==> config.mk <==
export PLATFORM = sky130hd
export DESIGN_NAME = wb_source_sel_pipe
export DESIGN_NICKNAME = d
export VERILOG_FILES = /design/src/rtl/wb_source_sel_pipe.sv
export SDC_FILE = /design/constraint.sdc
export NUM_CORES = 1
export LEC_CHECK = 0
export ABC_AREA = 1
export CORE_ASPECT_RATIO = 0.75
export CORE_MARGIN = 4
export CORE_UTILIZATION = 28
export CTS_CLUSTER_SIZE = 12
export DETAILED_ROUTE_END_ITERATION = 7
export PLACE_DENSITY = 0.73
export SYNTH_ARGS = -nofsm -noshare
export SYNTH_HDL_FRONTEND = slang
export SYNTH_SLANG_ARGS = --single-unit
==> constraint.sdc <==
create_clock -name clk -period 4.2 [get_ports clk]
set_clock_uncertainty 0.2 [all_clocks]
set_input_delay 0.84 -clock clk [delete_from_list [all_inputs] [get_ports clk]]
set_output_delay 0.84 -clock clk [all_outputs]
set_load 0.05 [all_outputs]
==> src/rtl/wb_source_sel_pipe.sv <==
// Write-back source selector with a registered output and a 2-entry skid buffer.
// Optional trace of the accepted select value is enabled by defining WB_SRC_TRACE_EN.
module wb_source_sel_pipe #(
  parameter int          WIDTH     = 32,
  parameter int          NSRC      = 11,
  parameter int          SEL_W     = 4,
  parameter int          CONST_SEL = 7,
  parameter int unsigned CONST_VAL = 227
) (
  input  logic                  clk,
  input  logic                  reset_n,
  input  logic [NSRC*WIDTH-1:0] src_bus,
  input  logic [SEL_W-1:0]      sel,
  input  logic                  in_valid,
  output logic                  in_ready,
  output logic [WIDTH-1:0]      out_data,
  output logic                  out_valid,
`ifdef WB_SRC_TRACE_EN
  output logic [SEL_W-1:0]      out_sel,
`endif
  input  logic                  out_ready,
  input  logic                  flush,
  output logic                  sel_err,
  input  logic                  err_clr
);

  localparam logic [1:0] S_EMPTY = 2'd0;
  localparam logic [1:0] S_ONE   = 2'd1;
  localparam logic [1:0] S_TWO   = 2'd2;

  localparam logic [WIDTH-1:0] LP_CONST = WIDTH'(CONST_VAL);

  logic [1:0]       r_state;
  logic             r_in_ready;
  logic [WIDTH-1:0] r_main;
  logic [WIDTH-1:0] r_skid;
  logic             r_sel_err;
`ifdef WB_SRC_TRACE_EN
  logic [SEL_W-1:0] r_main_sel;
  logic [SEL_W-1:0] r_skid_sel;
`endif

  logic [WIDTH-1:0] w_slots [NSRC];
  logic [WIDTH-1:0] w_value;
  logic             w_oor;
  logic             w_accept;
  logic             w_take;
  logic             w_out_valid;
  logic [1:0]       w_state_next;
  logic             w_load_main;
  logic             w_main_from_skid;
  logic             w_load_skid;

  genvar gi;
  generate
    for (gi = 0; gi < NSRC; gi++) begin : g_slot
      if (gi == CONST_SEL) begin : g_const
        assign w_slots[gi] = LP_CONST;
      end else begin : g_bus
        assign w_slots[gi] = src_bus[gi*WIDTH +: WIDTH];
      end
    end
  endgenerate

  // Out-of-range selects fall through with value 0 and raise w_oor.
  always_comb begin
    w_value = '0;
    w_oor   = 1'b1;
    for (int i = 0; i < NSRC; i++) begin
      if (sel == SEL_W'(i)) begin
        w_value = w_slots[i];
        w_oor   = 1'b0;
      end
    end
  end

  assign w_out_valid = (r_state != S_EMPTY);
  assign w_accept    = in_valid & r_in_ready;
  assign w_take      = w_out_valid & out_ready;

  always_comb begin
    w_state_next     = r_state;
    w_load_main      = 1'b0;
    w_main_from_skid = 1'b0;
    w_load_skid      = 1'b0;
    case (r_state)
      S_EMPTY: begin
        if (w_accept) begin
          w_state_next = S_ONE;
          w_load_main  = 1'b1;
        end
      end
      S_ONE: begin
        if (w_accept && w_take) begin
          w_load_main = 1'b1;
        end else if (w_accept) begin
          w_state_next = S_TWO;
          w_load_skid  = 1'b1;
        end else if (w_take) begin
          w_state_next = S_EMPTY;
        end
      end
      S_TWO: begin
        if (w_take) begin
          w_state_next     = S_ONE;
          w_main_from_skid = 1'b1;
        end
      end
      default: w_state_next = S_EMPTY;
    endcase
    // Flush discards everything, including an accept in the same cycle.
    if (flush) begin
      w_state_next     = S_EMPTY;
      w_load_main      = 1'b0;
      w_main_from_skid = 1'b0;
      w_load_skid      = 1'b0;
    end
  end

  always_ff @(posedge clk or negedge reset_n) begin
    if (!reset_n) begin
      r_state    <= S_EMPTY;
      r_in_ready <= 1'b0;
      r_main     <= '0;
      r_skid     <= '0;
      r_sel_err  <= 1'b0;
`ifdef WB_SRC_TRACE_EN
      r_main_sel <= '0;
      r_skid_sel <= '0;
`endif
    end else begin
      r_state    <= w_state_next;
      r_in_ready <= (w_state_next != S_TWO);
      if (w_load_main) begin
        r_main <= w_value;
`ifdef WB_SRC_TRACE_EN
        r_main_sel <= sel;
`endif
      end else if (w_main_from_skid) begin
        r_main <= r_skid;
`ifdef WB_SRC_TRACE_EN
        r_main_sel <= r_skid_sel;
`endif
      end
      if (w_load_skid) begin
        r_skid <= w_value;
`ifdef WB_SRC_TRACE_EN
        r_skid_sel <= sel;
`endif
      end
      if (w_accept && w_oor) begin
        r_sel_err <= 1'b1;
      end else if (err_clr) begin
        r_sel_err <= 1'b0;
      end
    end
  end

  assign in_ready  = r_in_ready;
  assign out_valid = w_out_valid;
  assign out_data  = r_main;
  assign sel_err   = r_sel_err;
`ifdef WB_SRC_TRACE_EN
  assign out_sel   = r_main_sel;
`endif

endmodule

==> flow_summary_export.csv <==
group,metric,value,unit
run_status,status,"finished, final reports clean",
cts,ctsLongestPathBuffers,2,
grt,grt_pass1_vias,7209,
timing,whs,0.279,ns
critical_path,cpPeakStageDelay,0.60,ns
critical_path,arrival,3.12,ns
cts,postCtsHoldBufs,0,
power_and_ir_drop,p_leak,4.74,nW
synthesis,synth_top_cell_by_area,"nand2_1",
critical_path,cp_slowest_cell,"clkdlybuf4s50_1",
timing,relSlewSlack,0.262,
synthesis,synth_area_leaders,"nand2_1, dfrtp_1, inv_1",
synthesis,yosysWarnings,0,
routing,vias,7554,
critical_path,end_kind,"flip-flop",
placed_design,gp_congestion,0.927,
run,maxCapViolCount,0,
cells_and_area,seq_area,0.00170,sq mm
critical_path,cpMostUsedCell,"nand2_1",
critical_path,startpoint_type,"primary input",
synthesis,synthFlopType,"dfrtp_1",
synthesis,ys_async_sr_fraction,1.00,
grt,grt_pass1_wl,41.3,mm
cells_and_area,fin_nets,1755,
synthesis,synth_top_cell_area_share,0.358,
cells_and_area,nFillCells,2114,
synthesis,ys_seq_elements,68,
timing,period_share,0.735,
critical_path,worstSetupEndpoint,"out_data[4]",
cts,cts_made_buffers,9,
timing,post-route-min-period,3.09,ns
synthesis,yosysMostFrequentCell,"nand2_1",
placed_design,port_buffers,364,
synthesis,synth_edf_count,0,
cts,cts_resized,0,
timing,finalHoldViolCount,0,
critical_path,path_max_fanout,31,
grt,track_usage,0.231,
placed_design,hpwl,22.1,mm
critical_path,r2r_start,"in_ready",
cts,cts_tree,"done",
routing,wl_per_cell,16.7,um
timing,tightest_slew,1.11,ns
synthesis,avgSynthCellArea,5.50,sq um
timing,fmax,324,MHz
routing,drt-pass1-iter-count,4,
cts,cts_setup_buffers,0,
timing,slew_violations,0,
critical_path,r2r_cells,11,
power_and_ir_drop,max-vdd-ir-drop,221,uV
synthesis,yosysUniqueCellTypes,24,
timing,finalWorstSetupSlack,1.11,ns
critical_path,cp.required,4.23,ns
hold_path,holdPathStages,2,
placed_design,place_ws,0.788,ns
grt,antenna_found_initial,5,
power_and_ir_drop,power_density,277,mW/mm^2
timing,setup_violations,0,
hold_path,hp-class,"flip-flop to flip-flop",
critical_path,crit_type,"primary input to flip-flop",
synthesis,synth_nets,1410,
critical_path,reg2reg_slack,1.92,ns
placed_design,dpl_cell_area,0.00965,sq mm
routing,wirelength,27.8,mm
critical_path,critPathLaunch,"sel[2]",
cells_and_area,area_growth,72.8,%
routing,postRouteAntennaNets,0,
synthesis,synth_cells,1048,
cells_and_area,multi_input_area,0.00332,sq mm
grt,grt_overflow,0,
synthesis,netlist_area,0.00576,sq mm
routing,drt_iter0_drc,451,
cts,numClockSinks,68,
floorplan,die_h,132,um
routing,avgViaCountPerCell,4.55,
floorplan,io_pins,397,
timing,grt_setup_unrepaired,"false",
critical_path,worstReg2RegEnd,"out_data[25]",
floorplan,start_util,0.285,
floorplan,coreArea,0.0202,sq mm
floorplan,rows,45,
cts,insertion_delay,0.33,ns
cells_and_area,stdcell_area,0.00996,sq mm
routing,drc,0,
floorplan,die_w,174,um
cells_and_area,drive_gt1_frac,0.0379,
floorplan,die-area,0.0230,sq mm
synthesis,synth_common_cells,"nand2_1, inv_1, nor2_1",
synthesis,ys_seq_area_frac,0.295,
timing,tns,0,ns
cts,clk_pin_slew,0.06,ns
grt,grt_start_max_net_pins,36,
critical_path,path_cells,"clkdlybuf4s50_1 > inv_2 > nor2_2 > nand2_2 > buf_4 > or2_2 > nand2_1 > nand4_1 > nand2_1 > nand2_1",
cts,htreeDepth,3,
cts,root_buffer,"clkbuf_16",
==> cells in the final DEF (no fill, tap or decap), types with 13 or more instances in the layout <==
master,n
buf_4,13
clkdlybuf4s50_1,363
o21ai_0,34
or2_0,24
dfrtp_1,68
nand4_1,55
nand2_1,549
nand3_1,21
inv_1,136
nor2_1,72
==> worst max-delay path: cells and delay by family <==
kind	cells	cell delay, ns
buf+inv	3	1.07
simple gates	7	1.22
==> cells by family after synthesis <==
logic type             after synthesis  share of synthesized area
AO/OA/AOI/OAI                       43                     0.0389
flip-flops                          68                      0.295
AND/OR/NAND/NOR                    742                      0.531
buffers and inverters              195                      0.135
==> cell type report <==
class | count | area share
timing repair buffer | 377 | 0.375
clock buffer | 10 | 0.0240
multi-input combinational | 785 | 0.333
inverter | 152 | 0.0573
clock inverter | 6 | 0.00641
sequential | 68 | 0.171
antenna | 5 | 0.00126
tap | 258 | 0.0324
==> state kept, by name, summed over array words and instances (netlist names) <==
register,count
sel_err,1
r_state,2
in_ready,1
out_data,32
r_skid,32
==> stage by stage <==
step / instances / total power, mW / util
after floorplan: 1048 / 1.41 / -
after global placement: 1640 / 1.99 / 0.477
after detailed placement: 1640 / 2.00 / 0.477
after CTS: 1656 / 2.78 / 0.492
after global routing: 1661 / 2.91 / 0.493
final: 1661 / 2.76 / 0.493
==> power breakdown <==
group          switching (mW)  total [mW]  internal (mW)
Clock                   0.294       0.768          0.474
Sequential             0.0762       0.871          0.795
Combinational           0.605        1.12          0.515
Total                   0.975        2.76           1.78
==> how the worst min path moves through the flow <==
stage                       to  startpoint  slack (ns)
floorplan            r_skid[0]   r_skid[0]        0.25
global placement    r_skid[22]  r_skid[22]        0.26
detailed placement   r_skid[7]   r_skid[7]        0.26
CTS                  r_skid[7]   r_skid[7]        0.28
global route        r_skid[19]  r_skid[19]        0.30
finish               r_skid[6]   r_skid[6]        0.28
==> metal layers <==
metal,share of wire,vias to the layer above,global-route usage
met2,0.48,292,0.387
met4,0.019,0,0.0813
met1,0.43,3395,0.289
met5,0,-,0
met3,0.072,32,0.0628
li1,-,3835,-
Power figures use the tool's default switching activity.
